[config.mk]
export PLATFORM = sky130hd
export DESIGN_NAME = block_sf_48_dematrix
export DESIGN_NICKNAME = d
export VERILOG_FILES = /design/src/rtl/block_sf_48_dematrix.sv
export SDC_FILE = /design/constraint.sdc
export NUM_CORES = 1
export LEC_CHECK = 0
export CAP_MARGIN = 20
export CORE_MARGIN = 1.5
export CORE_UTILIZATION = 60
export DETAILED_ROUTE_END_ITERATION = 8
export PLACE_DENSITY = 0.84
export SETUP_SLACK_MARGIN = 0.2
export SYNTH_ARGS = -nofsm -noshare
export SYNTH_HDL_FRONTEND = slang
export SYNTH_SLANG_ARGS = --single-unit
[constraint.sdc]
create_clock -name clock -period 8.5 [get_ports clock]
set_input_delay 2.125 -clock clock [delete_from_list [all_inputs] [get_ports clock]]
set_output_delay 2.125 -clock clock [all_outputs]
set_load 0.01 [all_outputs]
[src/rtl/block_sf_48_dematrix.sv]
// rtl/block_sf_48_dematrix.sv - stereo sum/difference de-matrix with pairing FSM; DEMATRIX_SAT_EN selects clamping over wrap
module block_sf_48_dematrix #(
    parameter int W  = 18,
    parameter int GW = 4
) (
    input  logic                clock,
    input  logic                reset,
    input  logic signed [W-1:0] LI_in_LpR,
    input  logic                ready_in_LpR,
    input  logic signed [W-1:0] LI_in_LmR,
    input  logic                ready_in_LmR,
    input  logic [GW-1:0]       Gs,
    input  logic [GW-1:0]       Gd,
    output logic signed [W-1:0] LEFT,
    output logic signed [W-1:0] RIGHT,
    output logic                ready_out,
    output logic                overrun
);

    // Product of a sample and a zero-extended gain, scaled S/D, and the L/R sums
    localparam int PW = W + GW + 1;
    localparam int SW = W + 1;
    localparam int AW = W + 2;

    localparam logic [W-1:0] MAX_POS = {1'b0, {(W-1){1'b1}}};
    localparam logic [W-1:0] MIN_NEG = {1'b1, {(W-1){1'b0}}};

    typedef enum logic [1:0] {
        EMPTY    = 2'd0,
        HAVE_LPR = 2'd1,
        HAVE_LMR = 2'd2
    } pair_state_t;

    pair_state_t        state;
    pair_state_t        state_next;
    logic signed [W-1:0] held_lpr;
    logic signed [W-1:0] held_lmr;
    logic signed [W-1:0] held_lpr_next;
    logic signed [W-1:0] held_lmr_next;
    logic signed [W-1:0] pair_lpr;
    logic signed [W-1:0] pair_lmr;
    logic                fire;
    logic                ovr_set;

    logic                s0_valid;
    logic signed [W-1:0] s0_lpr;
    logic signed [W-1:0] s0_lmr;
    logic [GW-1:0]       s0_gs;
    logic [GW-1:0]       s0_gd;

    logic signed [PW-1:0] prod_s;
    logic signed [PW-1:0] prod_d;
    logic signed [PW-1:0] rnd_s;
    logic signed [PW-1:0] rnd_d;

    logic                 s1_valid;
    logic signed [SW-1:0] s1_s;
    logic signed [SW-1:0] s1_d;

    logic signed [AW-1:0] sum_l;
    logic signed [AW-1:0] sum_r;
    logic signed [SW-1:0] half_l;
    logic signed [SW-1:0] half_r;
    logic [W-1:0]         left_next;
    logic [W-1:0]         right_next;

    logic                 unused_bits;

    // Pair state, held samples and the sticky overrun flag
    always_ff @(posedge clock) begin
        if (reset) begin
            state    <= EMPTY;
            held_lpr <= '0;
            held_lmr <= '0;
            overrun  <= 1'b0;
        end else begin
            state    <= state_next;
            held_lpr <= held_lpr_next;
            held_lmr <= held_lmr_next;
            overrun  <= overrun | ovr_set;
        end
    end

    // Pairing decisions: a held sample always pairs with the first opposite strobe
    always_comb begin
        state_next    = state;
        held_lpr_next = held_lpr;
        held_lmr_next = held_lmr;
        pair_lpr      = LI_in_LpR;
        pair_lmr      = LI_in_LmR;
        fire          = 1'b0;
        ovr_set       = 1'b0;
        case (state)
            EMPTY: begin
                if (ready_in_LpR && ready_in_LmR) begin
                    fire = 1'b1;
                end else if (ready_in_LpR) begin
                    held_lpr_next = LI_in_LpR;
                    state_next    = HAVE_LPR;
                end else if (ready_in_LmR) begin
                    held_lmr_next = LI_in_LmR;
                    state_next    = HAVE_LMR;
                end
            end
            HAVE_LPR: begin
                pair_lpr = held_lpr;
                if (ready_in_LmR) begin
                    fire = 1'b1;
                    if (ready_in_LpR) begin
                        held_lpr_next = LI_in_LpR;
                    end else begin
                        state_next = EMPTY;
                    end
                end else if (ready_in_LpR) begin
                    held_lpr_next = LI_in_LpR;
                    ovr_set       = 1'b1;
                end
            end
            HAVE_LMR: begin
                pair_lmr = held_lmr;
                if (ready_in_LpR) begin
                    fire = 1'b1;
                    if (ready_in_LmR) begin
                        held_lmr_next = LI_in_LmR;
                    end else begin
                        state_next = EMPTY;
                    end
                end else if (ready_in_LmR) begin
                    held_lmr_next = LI_in_LmR;
                    ovr_set       = 1'b1;
                end
            end
            default: begin
                state_next = EMPTY;
            end
        endcase
    end

    // Stage 0: capture the completed pair together with the gains in force
    always_ff @(posedge clock) begin
        if (reset) begin
            s0_valid <= 1'b0;
        end else begin
            s0_valid <= fire;
            if (fire) begin
                s0_lpr <= pair_lpr;
                s0_lmr <= pair_lmr;
                s0_gs  <= Gs;
                s0_gd  <= Gd;
            end
        end
    end

    // Gains are Q1.3: multiply, add half an LSB, keep bits above the 3 fraction bits
    assign prod_s = PW'(s0_lpr) * $signed(PW'({1'b0, s0_gs}));
    assign prod_d = PW'(s0_lmr) * $signed(PW'({1'b0, s0_gd}));
    assign rnd_s  = prod_s + PW'(4);
    assign rnd_d  = prod_d + PW'(4);

    // Stage 1: register the scaled sum and difference signals
    always_ff @(posedge clock) begin
        if (reset) begin
            s1_valid <= 1'b0;
        end else begin
            s1_valid <= s0_valid;
            if (s0_valid) begin
                s1_s <= rnd_s[SW+2:3];
                s1_d <= rnd_d[SW+2:3];
            end
        end
    end

    // Half of (S +/- D) rounded toward +inf; dropping bit 0 is the arithmetic shift
    assign sum_l  = AW'(s1_s) + AW'(s1_d) + AW'(1);
    assign sum_r  = AW'(s1_s) - AW'(s1_d) + AW'(1);
    assign half_l = sum_l[AW-1:1];
    assign half_r = sum_r[AW-1:1];

    // Narrow the halves to W bits: clamp when the top two bits disagree, else wrap
    always_comb begin
        left_next  = half_l[W-1:0];
        right_next = half_r[W-1:0];
`ifdef DEMATRIX_SAT_EN
        if (half_l[SW-1] != half_l[SW-2]) begin
            left_next = half_l[SW-1] ? MIN_NEG : MAX_POS;
        end
        if (half_r[SW-1] != half_r[SW-2]) begin
            right_next = half_r[SW-1] ? MIN_NEG : MAX_POS;
        end
`else
        if (1'b0) begin
            left_next  = MAX_POS;
            right_next = MIN_NEG;
        end
`endif
    end

    // Stage 2: output registers hold their value until the next valid result
    always_ff @(posedge clock) begin
        if (reset) begin
            LEFT      <= '0;
            RIGHT     <= '0;
            ready_out <= 1'b0;
        end else begin
            ready_out <= s1_valid;
            if (s1_valid) begin
                LEFT  <= left_next;
                RIGHT <= right_next;
            end
        end
    end

    assign unused_bits = ^{rnd_s[PW-1:SW+3], rnd_s[2:0], rnd_d[PW-1:SW+3], rnd_d[2:0],
                           sum_l[0], sum_r[0], half_l[SW-1], half_r[SW-1]};

endmodule
==> run_summary.xml <==
<?xml version="1.0" encoding="UTF-8"?>
<metrics>
  <group name="clock_network">
    <metric name="clk_pin_slew_worst_paths" unit="ns">0.07</metric>
    <metric name="clk-insertion-delay-late" unit="ns">0.43</metric>
    <metric name="clock_tree_from_tritoncts" unit="">yes</metric>
    <metric name="root_buffer_cell" unit="">sky130_fd_sc_hd__clkbuf_16</metric>
    <metric name="cts_resized" unit="">0</metric>
    <metric name="cts-buffers-inserted" unit="">17</metric>
    <metric name="cts_max_path_buffers" unit="">2</metric>
    <metric name="tritoncts_num_sinks" unit="">160</metric>
    <metric name="post_cts_hold_buffer_count" unit="">0</metric>
    <metric name="postCtsSetupRepairBufs" unit="">0</metric>
    <metric name="htreeDepth" unit="">4</metric>
  </group>
  <group name="floorplan">
    <metric name="start_util" unit="">0.613</metric>
    <metric name="row_count" unit="">53</metric>
    <metric name="core-area" unit="mm2">0.0210</metric>
    <metric name="design.die.area" unit="mm2">0.0224</metric>
    <metric name="die-height" unit="um">150</metric>
    <metric name="io_pins" unit="">86</metric>
    <metric name="die_w" unit="um">150</metric>
  </group>
  <group name="setup_path">
    <metric name="critical-path-slowest-cell" unit="">sky130_fd_sc_hd__edfxtp_1</metric>
    <metric name="worstPathMaxFanout" unit="">18</metric>
    <metric name="max_stage_delay" unit="ns">0.59</metric>
    <metric name="crit_path_start_kind" unit="">flop</metric>
    <metric name="timing.critical_path.to_type" unit="">flop</metric>
    <metric name="worst-endpoint-required" unit="ns">8.67</metric>
    <metric name="crit_type" unit="">reg -&gt; reg</metric>
    <metric name="timing.critical_path.arrival" unit="ns">4.70</metric>
    <metric name="worst_path_dominant_cell_family" unit="">compound AO/OA/AOI/OAI gates</metric>
    <metric name="cp_cell_sequence" unit="">and2_1 -&gt; ha_1 -&gt; fa_1 -&gt; inv_1 -&gt; fa_1 -&gt; inv_1 -&gt; ha_1 -&gt; a21o_1 -&gt; a2111oi_0 -&gt; a21oi_1 -&gt; a21oi_1 -&gt; o21ai_1 -&gt; a221oi_1 -&gt; xnor2_1</metric>
    <metric name="cp.buffers_inverters" unit="">2</metric>
  </group>
  <group name="grt">
    <metric name="number_of_global_route_vias_before_repair" unit="">9735</metric>
    <metric name="grt_max_degree" unit="">75</metric>
    <metric name="overflow" unit="">0</metric>
    <metric name="track_usage" unit="">0.251</metric>
    <metric name="grt_first_pass_wirelength" unit="mm">45.6</metric>
    <metric name="grt_antenna_before_repair" unit="">0</metric>
  </group>
  <group name="logic_synthesis">
    <metric name="synth-edff-count" unit="">82</metric>
    <metric name="mappedNetlistNets" unit="">1661</metric>
    <metric name="syn_area_per_cell" unit="um2">9.18</metric>
    <metric name="synth.cell_area" unit="mm2">0.0129</metric>
    <metric name="ys_seq_elements" unit="">160</metric>
    <metric name="synth_seq_area_share" unit="">0.312</metric>
    <metric name="synth_cell_type_count" unit="">64</metric>
    <metric name="synth_ff_type" unit="">sky130_fd_sc_hd__edfxtp_1</metric>
    <metric name="cells_after_synth" unit="">1404</metric>
    <metric name="yosys_warnings" unit="">0</metric>
    <metric name="ys_async_sr_fraction" unit="">0</metric>
  </group>
  <group name="sta">
    <metric name="layout_min_cycle_time" unit="ns">4.53</metric>
    <metric name="totalNegativeSetupSlack" unit="ns">0</metric>
    <metric name="highest_clock_rate" unit="MHz">221</metric>
    <metric name="worst_slew_pin_slew" unit="ns">0.988</metric>
    <metric name="timing.final.hold_violations" unit="">0</metric>
    <metric name="grt_setup_unrepaired" unit="">false</metric>
    <metric name="worst_clock_skew" unit="ns">0.0121</metric>
    <metric name="report.final.slew_viol_count" unit="">0</metric>
    <metric name="report.final.setup_viol" unit="">0</metric>
    <metric name="timing.final.crit_share" unit="">0.533</metric>
    <metric name="relSlewSlack" unit="">0.340</metric>
  </group>
  <group name="final_layout">
    <metric name="final_util" unit="">0.693</metric>
    <metric name="multiInputGateArea" unit="mm2">0.00799</metric>
    <metric name="num_antenna_cells" unit="">0</metric>
    <metric name="fin_area" unit="mm2">0.0146</metric>
    <metric name="number_of_nets_at_the_end_of_the_flow" unit="">1730</metric>
    <metric name="area.sequential" unit="mm2">0.00403</metric>
    <metric name="drive_gt1_frac" unit="">0.0606</metric>
    <metric name="filler_cell_count" unit="">1585</metric>
    <metric name="layout-area-overhead-vs-synth" unit="%">13.0</metric>
  </group>
  <group name="power">
    <metric name="p_leak" unit="nW">6.37</metric>
    <metric name="report.power.total" unit="mW">2.97</metric>
    <metric name="vdd_ir_drop_max" unit="mV">0.169</metric>
    <metric name="powerDensity" unit="mW/mm2">204</metric>
  </group>
  <group name="placement">
    <metric name="final_estimated_routing_congestion_in_global_placement" unit="">0.908</metric>
    <metric name="port_buffers" unit="">85</metric>
    <metric name="post-dp-hpwl" unit="mm">20.2</metric>
    <metric name="dpl_cell_area" unit="mm2">0.0140</metric>
  </group>
  <group name="routing">
    <metric name="wl" unit="mm">26.9</metric>
    <metric name="number_of_nets_with_antenna_violations_after_detailed_routing" unit="">0</metric>
    <metric name="vias_per_cell" unit="">5.66</metric>
    <metric name="overall_via_count_from_detail_route" unit="">9975</metric>
    <metric name="detail_route.iter0.violations" unit="">467</metric>
    <metric name="wire_per_inst" unit="um">15.3</metric>
    <metric name="number_of_detailed_route_iterations_in_the_first_pass" unit="">5</metric>
    <metric name="remaining_drc_errors" unit="">0</metric>
  </group>
  <group name="outcome">
    <metric name="outcome" unit="">complete, no violations</metric>
  </group>
  <group name="job">
    <metric name="max_cap_viol_count" unit="">0</metric>
  </group>
  <group name="min_path">
    <metric name="min_path_type" unit="">reg -&gt; reg</metric>
  </group>
</metrics>
power breakdown:
group          switching, mW  leakage [nW]  internal, mW  total (mW)
combinational          0.717          4.70         0.525        1.24
sequential            0.0514          1.39         0.927       0.978
clock                  0.337         0.279         0.412       0.750
cell usage in the layout (no fill, tap or decap), drive strengths merged, types with 4 or more instances in the layout:
| cell type | instances |
|---|---|
| inv | 199 |
| nand2 | 154 |
| ha | 137 |
| and2 | 109 |
| a21oi | 108 |
| clkdlybuf4s50 | 84 |
| edfxtp | 82 |
| dfxtp | 78 |
| fa | 72 |
| nor2 | 70 |
| xnor2 | 44 |
| mux2 | 38 |
| o21ai | 30 |
| a211oi | 22 |
| nor3 | 22 |
| a21o | 19 |
| xor2 | 18 |
| clkbuf | 17 |
| nand3 | 16 |
| o21bai | 11 |
| nand4 | 10 |
| or3 | 10 |
| a31oi | 9 |
| nor2b | 9 |
| o21a | 8 |
| o31ai | 8 |
| o211ai | 8 |
| buf | 8 |
| nand2b | 7 |
| mux2i | 7 |
| clkinv | 6 |
| a2111oi | 5 |
| and3 | 5 |
| nor4 | 5 |
| a311oi | 4 |
| nand4b | 4 |
| a21boi | 4 |
| o311ai | 4 |
state kept, by name, summed over array words and instances (netlist names), 2 cells and up:
signal,count
s0_gs,4
s1_d,19
state,2
s0_lmr,18
s0_gd,4
held_lmr,18
RIGHT,18
s1_s,19
held_lpr,18
LEFT,18
s0_lpr,18
worst min-delay path, stage by stage (launching register included):
cell	delay (ns)
sky130_fd_sc_hd__dfxtp_1	0.31
sky130_fd_sc_hd__nand2_1	0.05
sky130_fd_sc_hd__a21oi_1	0.05
path summary, 6_finish.rpt:
path / startpoint / end / slack [ns] / depth (start not counted)
setup reg to reg: s0_gd[3] / s1_d[17] / 3.97 / 14
setup / recovery: s0_gd[3] / s1_d[17] / 3.97 / 14
hold / removal: held_lmr[10] / held_lmr[10] / 0.45 / 2
hold reg to reg: held_lmr[10] / held_lmr[10] / 0.45 / 2
cells by family after synthesis:
family          count (synthesis)  synth area share
compound gates                262             0.129
simple gates                  431             0.164
mux                            45            0.0386
buf+inv                       235            0.0688
flops                         160             0.312
fa+ha+maj                     209             0.245
xor+xnor                       62            0.0421
per-layer routing:
layer | vias to the layer above | track usage | routed length (um)
li1 | 4885 | - | -
met1 | 4741 | 0.326 | 12100
met2 | 302 | 0.433 | 13000
met3 | 47 | 0.0363 | 1230
met4 | 0 | 0.0757 | 602
met5 | - | 0 | 0
synthesized netlist by cell type, drive strengths merged, types with 5 or more instances:
| master | n | area, um2 |
|---|---|---|
| buf | 9 | 38.8 |
| nand4 | 10 | 62.6 |
| nor4 | 5 | 31.3 |
| dfxtp | 78 | 1560 |
| nand3 | 16 | 80.1 |
| nor3 | 22 | 110 |
| ha | 137 | 1710 |
| o211ai | 8 | 60.1 |
| o21bai | 11 | 82.6 |
| nor2 | 70 | 263 |
| mux2i | 7 | 70.1 |
| fa | 72 | 1440 |
| and3 | 5 | 31.3 |
| o21a | 8 | 60.1 |
| a31oi | 9 | 56.3 |
| a211oi | 22 | 165 |
| a21oi | 108 | 541 |
| a2111oi | 5 | 43.8 |
| mux2 | 38 | 428 |
| clkbuf | 33 | 124 |
| and2 | 109 | 682 |
| a21o | 19 | 143 |
| or3 | 10 | 62.6 |
| xor2 | 18 | 158 |
| nand2b | 7 | 43.8 |
| nand2 | 154 | 578 |
| edfxtp | 82 | 2460 |
| o31ai | 8 | 60.1 |
| xnor2 | 44 | 385 |
| o21ai | 30 | 150 |
| inv | 193 | 724 |
| nor2b | 9 | 56.3 |
cell type report:
type,count,area share
clock buffer,17,0.0292
clock inverter,15,0.0105
inverter,193,0.0497
multi-input combinational,1009,0.549
sequential,160,0.276
tap,275,0.0236
timing repair buffer,92,0.0617
through the flow:
stage | instances | setup WS [ns] | hold slack [ns]
6_report | 1761 | 3.97 | 0.455
5_1_grt | 1761 | 3.71 | 0.467
4_1_cts | 1760 | 4.00 | 0.456
3_5_place_dp | 1728 | 3.99 | 0.447
3_3_place_gp | 1728 | 4.11 | 0.438
2_1_floorplan | 1404 | 2.42 | 0.430
Note: power is estimated with default switching activity, not from simulation.
